### config.mk
export PLATFORM = sky130hd
export DESIGN_NAME = rs_syndrome_calc
export DESIGN_NICKNAME = d
export VERILOG_FILES = /design/src/rtl/rs_syndrome_calc.sv
export SDC_FILE = /design/constraint.sdc
export NUM_CORES = 1
export LEC_CHECK = 0
export ABC_CLOCK_PERIOD_IN_PS = 1500
export CAP_MARGIN = 20
export CORE_MARGIN = 5
export CORE_UTILIZATION = 30
export CTS_BUF_LIST = sky130_fd_sc_hd__clkbuf_16
export DETAILED_ROUTE_END_ITERATION = 12
export PLACE_DENSITY = 0.62
export REMOVE_ABC_BUFFERS = 1
export SLEW_MARGIN = 20
export SYNTH_ARGS = -nofsm -noshare
export SYNTH_HDL_FRONTEND = slang
export SYNTH_SLANG_ARGS = --single-unit
### constraint.sdc
create_clock -name clk -period 1.5 [get_ports clk]
set_clock_uncertainty 0.15 [all_clocks]
set_input_delay 0.3 -clock clk [delete_from_list [all_inputs] [get_ports clk]]
set_output_delay 0.3 -clock clk [all_outputs]
set_load 0.005 [all_outputs]
### src/rtl/rs_syndrome_calc.sv
// Streaming Reed-Solomon syndrome calculator over GF(2^M): Horner evaluation of
// S_j = r(alpha^j), j = 1..2T, one received symbol per cycle, highest degree first.
module rs_syndrome_calc #(
  parameter int           M         = 3,
  parameter int           T         = 2,
  parameter logic [M:0]   PRIM_POLY = 4'b1011
) (
  input  logic             clk,
  input  logic             reset,
  input  logic             enable,
  input  logic             in_valid,
  output logic             in_ready,
  input  logic [M-1:0]     in_symbol,
  output logic             syn_valid,
  input  logic             syn_ready,
  output logic [2*T*M-1:0] syndromes,
  output logic             error_flag
);

  localparam int N  = (1 << M) - 1;
  localparam int CW = $clog2(N);
  localparam int NS = 2 * T;

  // Handshakes: a transfer completes on a rising clk edge where valid and ready
  // are both high; enable=0 or reset=1 blocks every transfer.

  function automatic logic [M-1:0] xtime(input logic [M-1:0] a);
    return {a[M-2:0], 1'b0} ^ (a[M-1] ? PRIM_POLY[M-1:0] : '0);
  endfunction

  // Carry-less shift-and-add multiply, reduced modulo PRIM_POLY at every shift.
  function automatic logic [M-1:0] gf_mul(input logic [M-1:0] a, input logic [M-1:0] b);
    logic [M-1:0] p;
    logic [M-1:0] x;
    p = '0;
    x = a;
    for (int i = 0; i < M; i++) begin
      if (b[i]) p = p ^ x;
      x = xtime(x);
    end
    return p;
  endfunction

  function automatic logic [M-1:0] alpha_pow(input int e);
    logic [M-1:0] v;
    v    = '0;
    v[0] = 1'b1;
    for (int i = 0; i < e; i++) v = xtime(v);
    return v;
  endfunction

  typedef enum logic {ACCUM = 1'b0, HOLD = 1'b1} state_t;

  state_t          state;
  state_t          state_next;
  logic [CW-1:0]   count;
  logic            accept;
  logic            first;
  logic            last;

  assign in_ready   = enable && (state == ACCUM) && !reset;
  assign accept     = in_ready && in_valid;
  assign first      = (count == '0);
  assign last       = (count == CW'(N - 1));
  assign syn_valid  = (state == HOLD);
  assign error_flag = syn_valid && (syndromes != '0);

  always_ff @(posedge clk) begin
    if (reset) state <= ACCUM;
    else       state <= state_next;
  end

  always_comb begin
    state_next = state;
    case (state)
      ACCUM:   if (accept && last) state_next = HOLD;
      HOLD:    if (enable && syn_ready) state_next = ACCUM;
      default: state_next = ACCUM;
    endcase
  end

  always_ff @(posedge clk) begin
    if (reset)       count <= '0;
    else if (accept) count <= last ? '0 : count + 1'b1;
  end

  // The first symbol of a codeword overwrites stale results, so no clear cycle.
  for (genvar g = 0; g < NS; g++) begin : g_acc
    localparam logic [M-1:0] ALPHA_J = alpha_pow(g + 1);
    logic [M-1:0] acc;

    always_ff @(posedge clk) begin
      if (reset)       acc <= '0;
      else if (accept) acc <= first ? in_symbol : (gf_mul(acc, ALPHA_J) ^ in_symbol);
    end

    assign syndromes[M*g +: M] = acc;
  end

endmodule

# Word level (Yosys, flattened, before mapping)

Index checks and enable logic that the tools add are counted.

Bits in registers: 16
Input port bits: 8
Word-level logic and storage cells: 56

Add/subtract/negate cells: 1
Equality and inequality tests: 1
Multiplexer cells: 26
Bitwise gates (word level): 13
Reductions and logical operators: 9

Operator list:

| cell                                                          | number |
|---|---|
| 3-bit 2-to-1 mux                                              | 17 |
| 3-bit by 2-bit bitwise XOR with 3-bit output                  | 6 |
| 3-bit bitwise XOR                                             | 6 |
| 2-bit 2-to-1 mux                                              | 6 |
| 12-bit nonzero test                                           | 1 |
| 1-bit logical AND                                             | 6 |
| 3-bit by 1-bit adder with 3-bit output, second input constant | 1 |
| 3-bit == test, second input constant                          | 1 |
| 3-bit zero test                                               | 1 |
| 1-bit 2-to-1 mux                                              | 2 |
| 1-bit case mux with 2 select lines                            | 1 |
| 1-bit zero test                                               | 1 |
| 1-bit NOT                                                     | 1 |

# Longest topological paths before layout

Depth in word-level cells: 11
Depth in mapped cells: 6
Gate-level depth less buffers: 6

# Least setup slack after synthesis

Ideal clock, no wire load.

Kind: reg-to-reg
From: register g_acc[3].acc[2]
To: register g_acc[3].acc[1]
Data arrival time: 1298 ps
Required time: 1271 ps
Setup slack: -27 ps
Stages on the path, launching flop included: 7
Path buffers: 0
Cell sequence: dfxtp_1 inv_1 ha_1 xnor3_1 nor2_1 xnor2_1 a211oi_2

Word-level cells in the longest chain between the ends: 9
Elaborated cells between the ends (all ways): 10
Those cells by class: 6 x mux; 4 x bitwise

Ends and longest elaborated chain:

| item                                           | RTL line | source |
|---|---|---|
| from (decl)                                    | 90       | `logic [M-1:0] acc;` |
| from (signal assigned)                         | 94       | `else if (accept) acc <= first ? in_symbol : (gf_mul(acc, ALPHA_J) ^ in_symbol);` |
| 2-bit 2-to-1 mux *                             | 28       | `return {a[M-2:0], 1'b0} ^ (a[M-1] ? PRIM_POLY[M-1:0] : '0);` |
| 3-bit by 2-bit bitwise XOR with 3-bit output * | 28       |  |
| 3-bit 2-to-1 mux                               | 94       |  |
| 3-bit 2-to-1 mux                               | 93       | `if (reset) acc <= '0;` |
| 3-bit bitwise XOR *                            | 38       | `if (b[i]) p = p ^ x;` |
| 3-bit 2-to-1 mux *                             | 94       |  |
| 3-bit 2-to-1 mux *                             | 93       |  |
| 3-bit bitwise XOR *                            | 94       |  |
| 3-bit 2-to-1 mux *                             | 94       |  |

Mark *: on every way between the ends. The rest lies on a longest branch, timed or not. The select of a mux whose other input is x is not followed.
A chain may end at the register's enable or synchronous reset.

# Worst setup path after layout

From: register g_acc[2].acc[2]
To: output port error_flag

Word-level cells in the longest chain between the ends: 2

Ends and longest elaborated chain:

| item                   | RTL line | source |
|---|---|---|
| from (decl)            | 90       |  |
| from (signal assigned) | 94       |  |
| 12-bit nonzero test    | 66       | `assign error_flag = syn_valid && (syndromes != '0);` |
| 1-bit logical AND      | 66       |  |
| to (decl)              | 17       | `output logic error_flag` |

Every way passes these cells.

==> impl_metrics.prom <==
# TYPE chip_impl_metric gauge
chip_impl_info{name="status",value="finished, violations left"} 1
chip_impl_info{name="failed_checks",value="setup timing"} 1
chip_impl_metric{name="antenna_found_initial",unit=""} 0
chip_impl_info{name="layout.cells.most_common_list",value="sky130_fd_sc_hd__buf_4, sky130_fd_sc_hd__dlygate4sd2_1, sky130_fd_sc_hd__nor2_1, sky130_fd_sc_hd__dfxtp_2, sky130_fd_sc_hd__buf_6"} 1
chip_impl_metric{name="grt_start_max_net_pins",unit=""} 11
chip_impl_metric{name="number_of_enable_flip_flop_cells_after_synthesis",unit=""} 0
chip_impl_metric{name="power.total",unit="uW"} 1310
chip_impl_info{name="crit-reg2reg-capture",value="g_acc[3].acc[1]"} 1
chip_impl_metric{name="num_vias",unit=""} 1071
chip_impl_info{name="synth_ff_type",value="sky130_fd_sc_hd__dfxtp_1"} 1
chip_impl_metric{name="floorplan.initialDensity",unit="%"} 31.1
chip_impl_metric{name="detail_route.vias_per_cell",unit=""} 4.85
chip_impl_metric{name="cell_count_of_the_worst_reg_to_reg_path",unit=""} 6
chip_impl_metric{name="synth_warnings",unit=""} 0
chip_impl_metric{name="transition_at_the_pin_with_the_smallest_max_transition_slack",unit="ns"} 0.273
chip_impl_metric{name="async_set_or_reset_register_ratio_after_synthesis",unit="%"} 0
chip_impl_info{name="tritoncts",value="done"} 1
chip_impl_metric{name="p_per_area",unit="nW/um^2"} 746
chip_impl_metric{name="clock_sink_count",unit=""} 16
chip_impl_metric{name="drt_first_pass_iters",unit=""} 4
chip_impl_metric{name="slew_viol_final",unit=""} 0
chip_impl_info{name="critical_path.startpoint",value="g_acc[2].acc[2]"} 1
chip_impl_metric{name="netlist-cell-type-count",unit=""} 32
chip_impl_metric{name="detail_route.wirelength",unit="mm"} 3.04
chip_impl_metric{name="worstPathArrival",unit="ns"} 1.16
chip_impl_metric{name="timing.final.setup_violations",unit=""} 1
chip_impl_metric{name="synth-seq-cells",unit=""} 16
chip_impl_metric{name="max_clock_freq",unit="MHz"} 622
chip_impl_info{name="layout.cells.most_common",value="sky130_fd_sc_hd__buf_4"} 1
chip_impl_metric{name="reg2reg_setup_slack",unit="ns"} 0.01
chip_impl_metric{name="synth_seq_area_share",unit="%"} 30.6
chip_impl_metric{name="detailedPlacementHpwl",unit="mm"} 2.14
chip_impl_metric{name="hold_viol",unit=""} 0
chip_impl_metric{name="cts.clk_slew.worst_paths",unit="ns"} 0.05
chip_impl_metric{name="full_die_area",unit="um^2"} 4770
chip_impl_info{name="worst_r2r_startpoint",value="g_acc[3].acc[2]"} 1
chip_impl_info{name="timing.critical_path.to_type",value="output pin"} 1
chip_impl_metric{name="worst_slew_margin_rel",unit="%"} 81.7
chip_impl_metric{name="buffer_ports.inserted",unit=""} 22
chip_impl_info{name="endpoint",value="error_flag"} 1
chip_impl_metric{name="drt-initial-drc-count",unit=""} 30
chip_impl_metric{name="post-place-ws",unit="ns"} -0.464
chip_impl_metric{name="final_critical_path_setup_slack",unit="ns"} -0.108
chip_impl_metric{name="routed_length_per_instance",unit="um"} 13.8
chip_impl_metric{name="cp_data_required_time",unit="ns"} 1.05
chip_impl_metric{name="holdWs",unit="ns"} 0.418
chip_impl_info{name="root_buffer",value="sky130_fd_sc_hd__clkbuf_16"} 1
chip_impl_metric{name="layout-area-overhead-vs-synth",unit="%"} 68.2
chip_impl_metric{name="standard_cell_row_count",unit=""} 21
chip_impl_metric{name="global_route.usage.total",unit="%"} 12.4
chip_impl_metric{name="die_height",unit="um"} 69.1
chip_impl_metric{name="fin_nets",unit=""} 186
chip_impl_metric{name="routabilityCongestion",unit=""} 0.756
chip_impl_metric{name="drtAntennaViolNets",unit=""} 0
chip_impl_metric{name="power.leakage",unit="uW"} 0.000701
chip_impl_metric{name="cts.htree.levels",unit=""} 1
chip_impl_metric{name="netlist_instances",unit=""} 126
chip_impl_metric{name="post_synth_instance_area",unit="um^2"} 1050
chip_impl_info{name="criticalPathCategory",value="flip-flop to output pin"} 1
chip_impl_metric{name="io_pins",unit=""} 23
chip_impl_metric{name="post_synth.cell_area_avg",unit="um^2"} 8.30
chip_impl_metric{name="max-cap-violations",unit=""} 0
chip_impl_info{name="start_kind",value="flip-flop"} 1
chip_impl_metric{name="placement.cell_area",unit="um^2"} 1500
chip_impl_metric{name="overflow",unit=""} 0
chip_impl_metric{name="peakVddDrop",unit="V"} 0.000339
chip_impl_metric{name="grt_pass1_vias",unit=""} 1098
chip_impl_metric{name="max-clock-path-buffers",unit=""} 2
chip_impl_metric{name="post_route_cell_area",unit="um^2"} 1760
chip_impl_metric{name="drc",unit=""} 0
chip_impl_metric{name="cts.hold.buffers_added",unit=""} 0
chip_impl_metric{name="grt_pass1_wl",unit="mm"} 4.95
chip_impl_metric{name="chipWidth",unit="um"} 69.1
chip_impl_metric{name="clkLatencyLatePin",unit="ns"} 0.25
chip_impl_metric{name="drive_gt1_share",unit="%"} 42.9
chip_impl_metric{name="path_max_fanout",unit=""} 2
chip_impl_info{name="timing.hold.worst.class",value="primary input to flip-flop"} 1
chip_impl_info{name="grt_setup_unrepaired",value="yes"} 1
chip_impl_metric{name="finalCriticalPeriod",unit="ns"} 1.61
chip_impl_metric{name="cts-buffers-inserted",unit=""} 3
chip_impl_metric{name="design.core.area",unit="um^2"} 3360
chip_impl_metric{name="antenna-diode-count",unit=""} 0
chip_impl_metric{name="finalCritPeriodShare",unit="%"} 107
chip_impl_metric{name="sum_of_negative_setup_slack",unit="ns"} -0.108
[cells by family (layout without fill, tap and decap cells)]
| group | Yosys count | count (layout) | synth area share, % |
|---|---|---|---|
| AND/OR/NAND/NOR | 45 | 45 | 25.4 |
| flip-flops | 16 | 16 | 30.6 |
| XOR/XNOR | 12 | 12 | 12.7 |
| adder cells (fa/ha/maj) | 2 | 2 | 2.39 |
| AO/OA/AOI/OAI | 33 | 33 | 20.5 |
| buffers and inverters | 18 | 67 | 8.49 |
[final cells by class]
type,instances,area [um^2]
repair buffers,56,488
clock buffers,3,75.1
flip-flops and latches,16,339
inverters,7,26.3
clock inverters,1,3.75
well taps,46,57.6
multi-input cells,92,769
fillers,348,1600
[layer usage]
layer	up-vias	track usage (%)	wire length, um
met5	-	0	0
met4	0	5.86	39
met3	5	2.76	103
met2	21	21.9	1590
met1	499	13.9	1310
li1	546	-	-
[worst max-delay path, cell delays in order (launching register included)]
cell and delay (ns):
sky130_fd_sc_hd__dfxtp_2 0.33, sky130_fd_sc_hd__nor4_4 0.29, sky130_fd_sc_hd__a41oi_2 0.14, sky130_fd_sc_hd__buf_2 0.14
[power by group]
group | internal, uW | switching [uW] | total [uW]
clock | 355 | 183 | 537
combinational | 172 | 139 | 311
sequential | 446 | 18.2 | 464
[stage by stage]
step	utilization, %	std cells
after floorplan	-	115
after global placement	44.6	215
after detailed placement	44.6	215
after CTS	49.1	220
after global routing	52.3	221
final	52.3	221
[cells in the mapped netlist, types with 4 or more instances]
| master | n | area [um^2] |
|---|---|---|
| sky130_fd_sc_hd__a211oi_1 | 9 | 67.6 |
| sky130_fd_sc_hd__a21oi_1 | 9 | 45.0 |
| sky130_fd_sc_hd__buf_2 | 5 | 25.0 |
| sky130_fd_sc_hd__dfxtp_1 | 16 | 320 |
| sky130_fd_sc_hd__inv_1 | 7 | 26.3 |
| sky130_fd_sc_hd__nand2_1 | 6 | 22.5 |
| sky130_fd_sc_hd__nand2b_1 | 4 | 25.0 |
| sky130_fd_sc_hd__nor2_1 | 15 | 56.3 |
| sky130_fd_sc_hd__nor3_1 | 5 | 25.0 |
| sky130_fd_sc_hd__o21ai_0 | 6 | 30.0 |
| sky130_fd_sc_hd__xnor2_1 | 6 | 52.6 |
| sky130_fd_sc_hd__xor2_1 | 4 | 35.0 |
[timing repair]
item	CTS	global route
buffers inserted	1	1
pin swaps	9	21
endpoints found under the setup margin	30	15
resized for setup	50	20
[flip-flops by register name, summed over array words and instances (netlist names)]
name / flops
count: 3
syn_valid: 1
g_acc.acc: 12
[worst min-delay path by stage]
stage / startpoint / end / slack (ns) / cells after the start
finish: in_valid / g_acc[2].acc[1] / 0.42 / 4
global route: reset / syn_valid / 0.45 / 3
CTS: enable / syn_valid / 0.41 / 5
detailed placement: g_acc[1].acc[2] / g_acc[1].acc[2] / 0.46 / 3
global placement: g_acc[1].acc[2] / g_acc[1].acc[2] / 0.45 / 3
floorplan: reset / g_acc[3].acc[1] / 0.21 / 1
Note: power is estimated with default switching activity, not from simulation.
==> RTL change (config.mk and constraints unchanged) <==
Put a register stage on the output `error_flag`, cleared by the reset. The value now appears one clock later. The other outputs are not delayed to match.
--- a/src/rtl/rs_syndrome_calc.sv
+++ b/src/rtl/rs_syndrome_calc.sv
@@ -63,7 +63,13 @@
   assign first      = (count == '0);
   assign last       = (count == CW'(N - 1));
   assign syn_valid  = (state == HOLD);
-  assign error_flag = syn_valid && (syndromes != '0);
+  always_ff @(posedge clk) begin
+    if (reset) begin
+      error_flag <= '0;
+    end else begin
+      error_flag <= syn_valid && (syndromes != '0);
+    end
+  end
 
   always_ff @(posedge clk) begin
     if (reset) state <= ACCUM;
Behaviour: not the same (Yosys sat finds a counterexample within 10 cycles, from zero or initial values and one cycle with reset high).
==> RTL change against the unedited design <==
- critical endpoint is now g_acc[3].acc[1]
- register-to-register slack improved by 20 ps
- final area about the same
- synthesized area up 2.5%
- routed wire length grew 5.1%
- setup slack improved by 140 ps
- sequential power is 4.5% higher
- sequential cell count is 1 higher
- total power grew 1.0%
==> RTL change: results (changes against the unedited design) <==
outcome finished, final reports clean; first-pass GRT wire length 5050 µm (+2.1%); Post-Synth XOR/XNOR Area 0.124 (-0.00311); gr usage total 0.129 (+0.00485); register-to-register setup slack 30 ps (+20 ps); arrival time reported for the critical path endpoint 1450 ps (+290 ps); family of cells with the greatest summed delay on the critical path XOR/XNOR gates; Relative slew margins 0.788 (-0.0292); maximum number of pins on one net before global-route repair 17 (+6); period utilisation layout 0.980 (-0.0923); synth unique cells 34 (+6.3%); global-route met3 utilization 0.0290 (+0.00137); Final GP Congestion 0.846 (+12%); drt initial violations 45 (+50%); fillcell total 293 (-16%); fraction of met2 tracks used by global routing 0.231 (+0.0116); Static Leak 0.000725 µW (+3.4%); nets 187 (+0.54%); clock buffers created by TritonCTS 3 (unchanged); most numerous cell types in the synthesized netlist 17 x sky130_fd_sc_hd__dfxtp_1, 14 x sky130_fd_sc_hd__nor2_1, 10 x sky130_fd_sc_hd__a211oi_1, 9 x sky130_fd_sc_hd__a21oi_1, 8 x sky130_fd_sc_hd__nand2_1; total placed instance area 1490 µm² (-0.50%); sequential area share after synthesis 0.317 (+0.0112); fraction of layout instances using a drive strength above 1 0.398 (-0.0308); leading post-synthesis cells by cell area sky130_fd_sc_hd__dfxtp_1 32%, sky130_fd_sc_hd__a211oi_1 7.0%, sky130_fd_sc_hd__nor2_1 4.9%; total vias in the final route 1100 (+2.7%); Int Pwr 992 µW (+1.9%); met1 track demand over resource 0.142 (+0.00205); Hold Crit Class register to register; maximum vdd drop 0.361 mV (+6.5%)
-- RTL change: cell type report --
type / count / area, µm² / area share
Clock buffer: 3 / 75.1 / 0.0426
Clock inverter: 1 / 5.00 / 0.00284
Inverter: 6 / 22.5 / 0.0128
Multi-Input combinational cell: 94 / 736 / 0.418
Sequential cell: 17 / 360 / 0.205
Tap cell: 46 / 57.6 / 0.0327
Timing Repair Buffer: 55 / 504 / 0.286
-- RTL change: logic make-up (layout without fill, tap and decap cells) --
kind of cell    Yosys count  in the layout
simple gates             48             48
compound gates           32             32
flops                    17             17
buf+inv                  17             65
xor+xnor                 12             12
fa+ha+maj                 2              2
-- RTL change: power groups by stage --
| stage | registers (µW) | logic [µW] | clock network [µW] |
|---|---|---|---|
| 6_report | 485 | 302 | 539 |
| 5_1_grt | 487 | 325 | 568 |
| 4_1_cts | 483 | 277 | 553 |
| 3_5_place_dp | 496 | 259 | 0 |
| 3_3_place_gp | 494 | 254 | 0 |
| 2_1_floorplan | 503 | 106 | 0 |
-- RTL change: path summary, 6_finish.rpt --
kind | from | end | cells after the start
setup / recovery | g_acc[3].acc[1] | g_acc[3].acc[1] | 6
hold / removal | syn_valid | syn_valid | 2
setup reg to reg | g_acc[3].acc[1] | g_acc[3].acc[1] | 6
hold reg to reg | syn_valid | syn_valid | 2
-- RTL change: per-stage QoR --
stage                     hold WS (ps)  TNS [ps]  std cells
final                              353         0        222
after global placement             338     -6260        211
after detailed placement           353     -6800        211
after global routing               372      -180        222
after floorplan                    215     -59.0        117
after CTS                          350         0        221
-- RTL change: layer usage --
layer / vias up / share of wire
li1: 545 / -
met1: 526 / 0.41
met2: 23 / 0.54
met3: 6 / 0.031
met4: 0 / 0.021
met5: - / 0
-- RTL change: worst min-delay path, stage by stage (launching register included) --
cell and delay [ps]:
sky130_fd_sc_hd__dfxtp_4 360, sky130_fd_sc_hd__nand2_1 60, sky130_fd_sc_hd__a21oi_1 50
-- RTL change: repair_timing --
| action | CTS | global route |
|---|---|---|
| gates resized for setup | 42 | 15 |
| pin swaps | 9 | 14 |
| gates cloned | 1 | 0 |
| hold buffers | 0 | 0 |
| setup buffers | 5 | 1 |
| hold endpoints to repair | 0 | 0 |
| setup endpoints to repair | 31 | 15 |
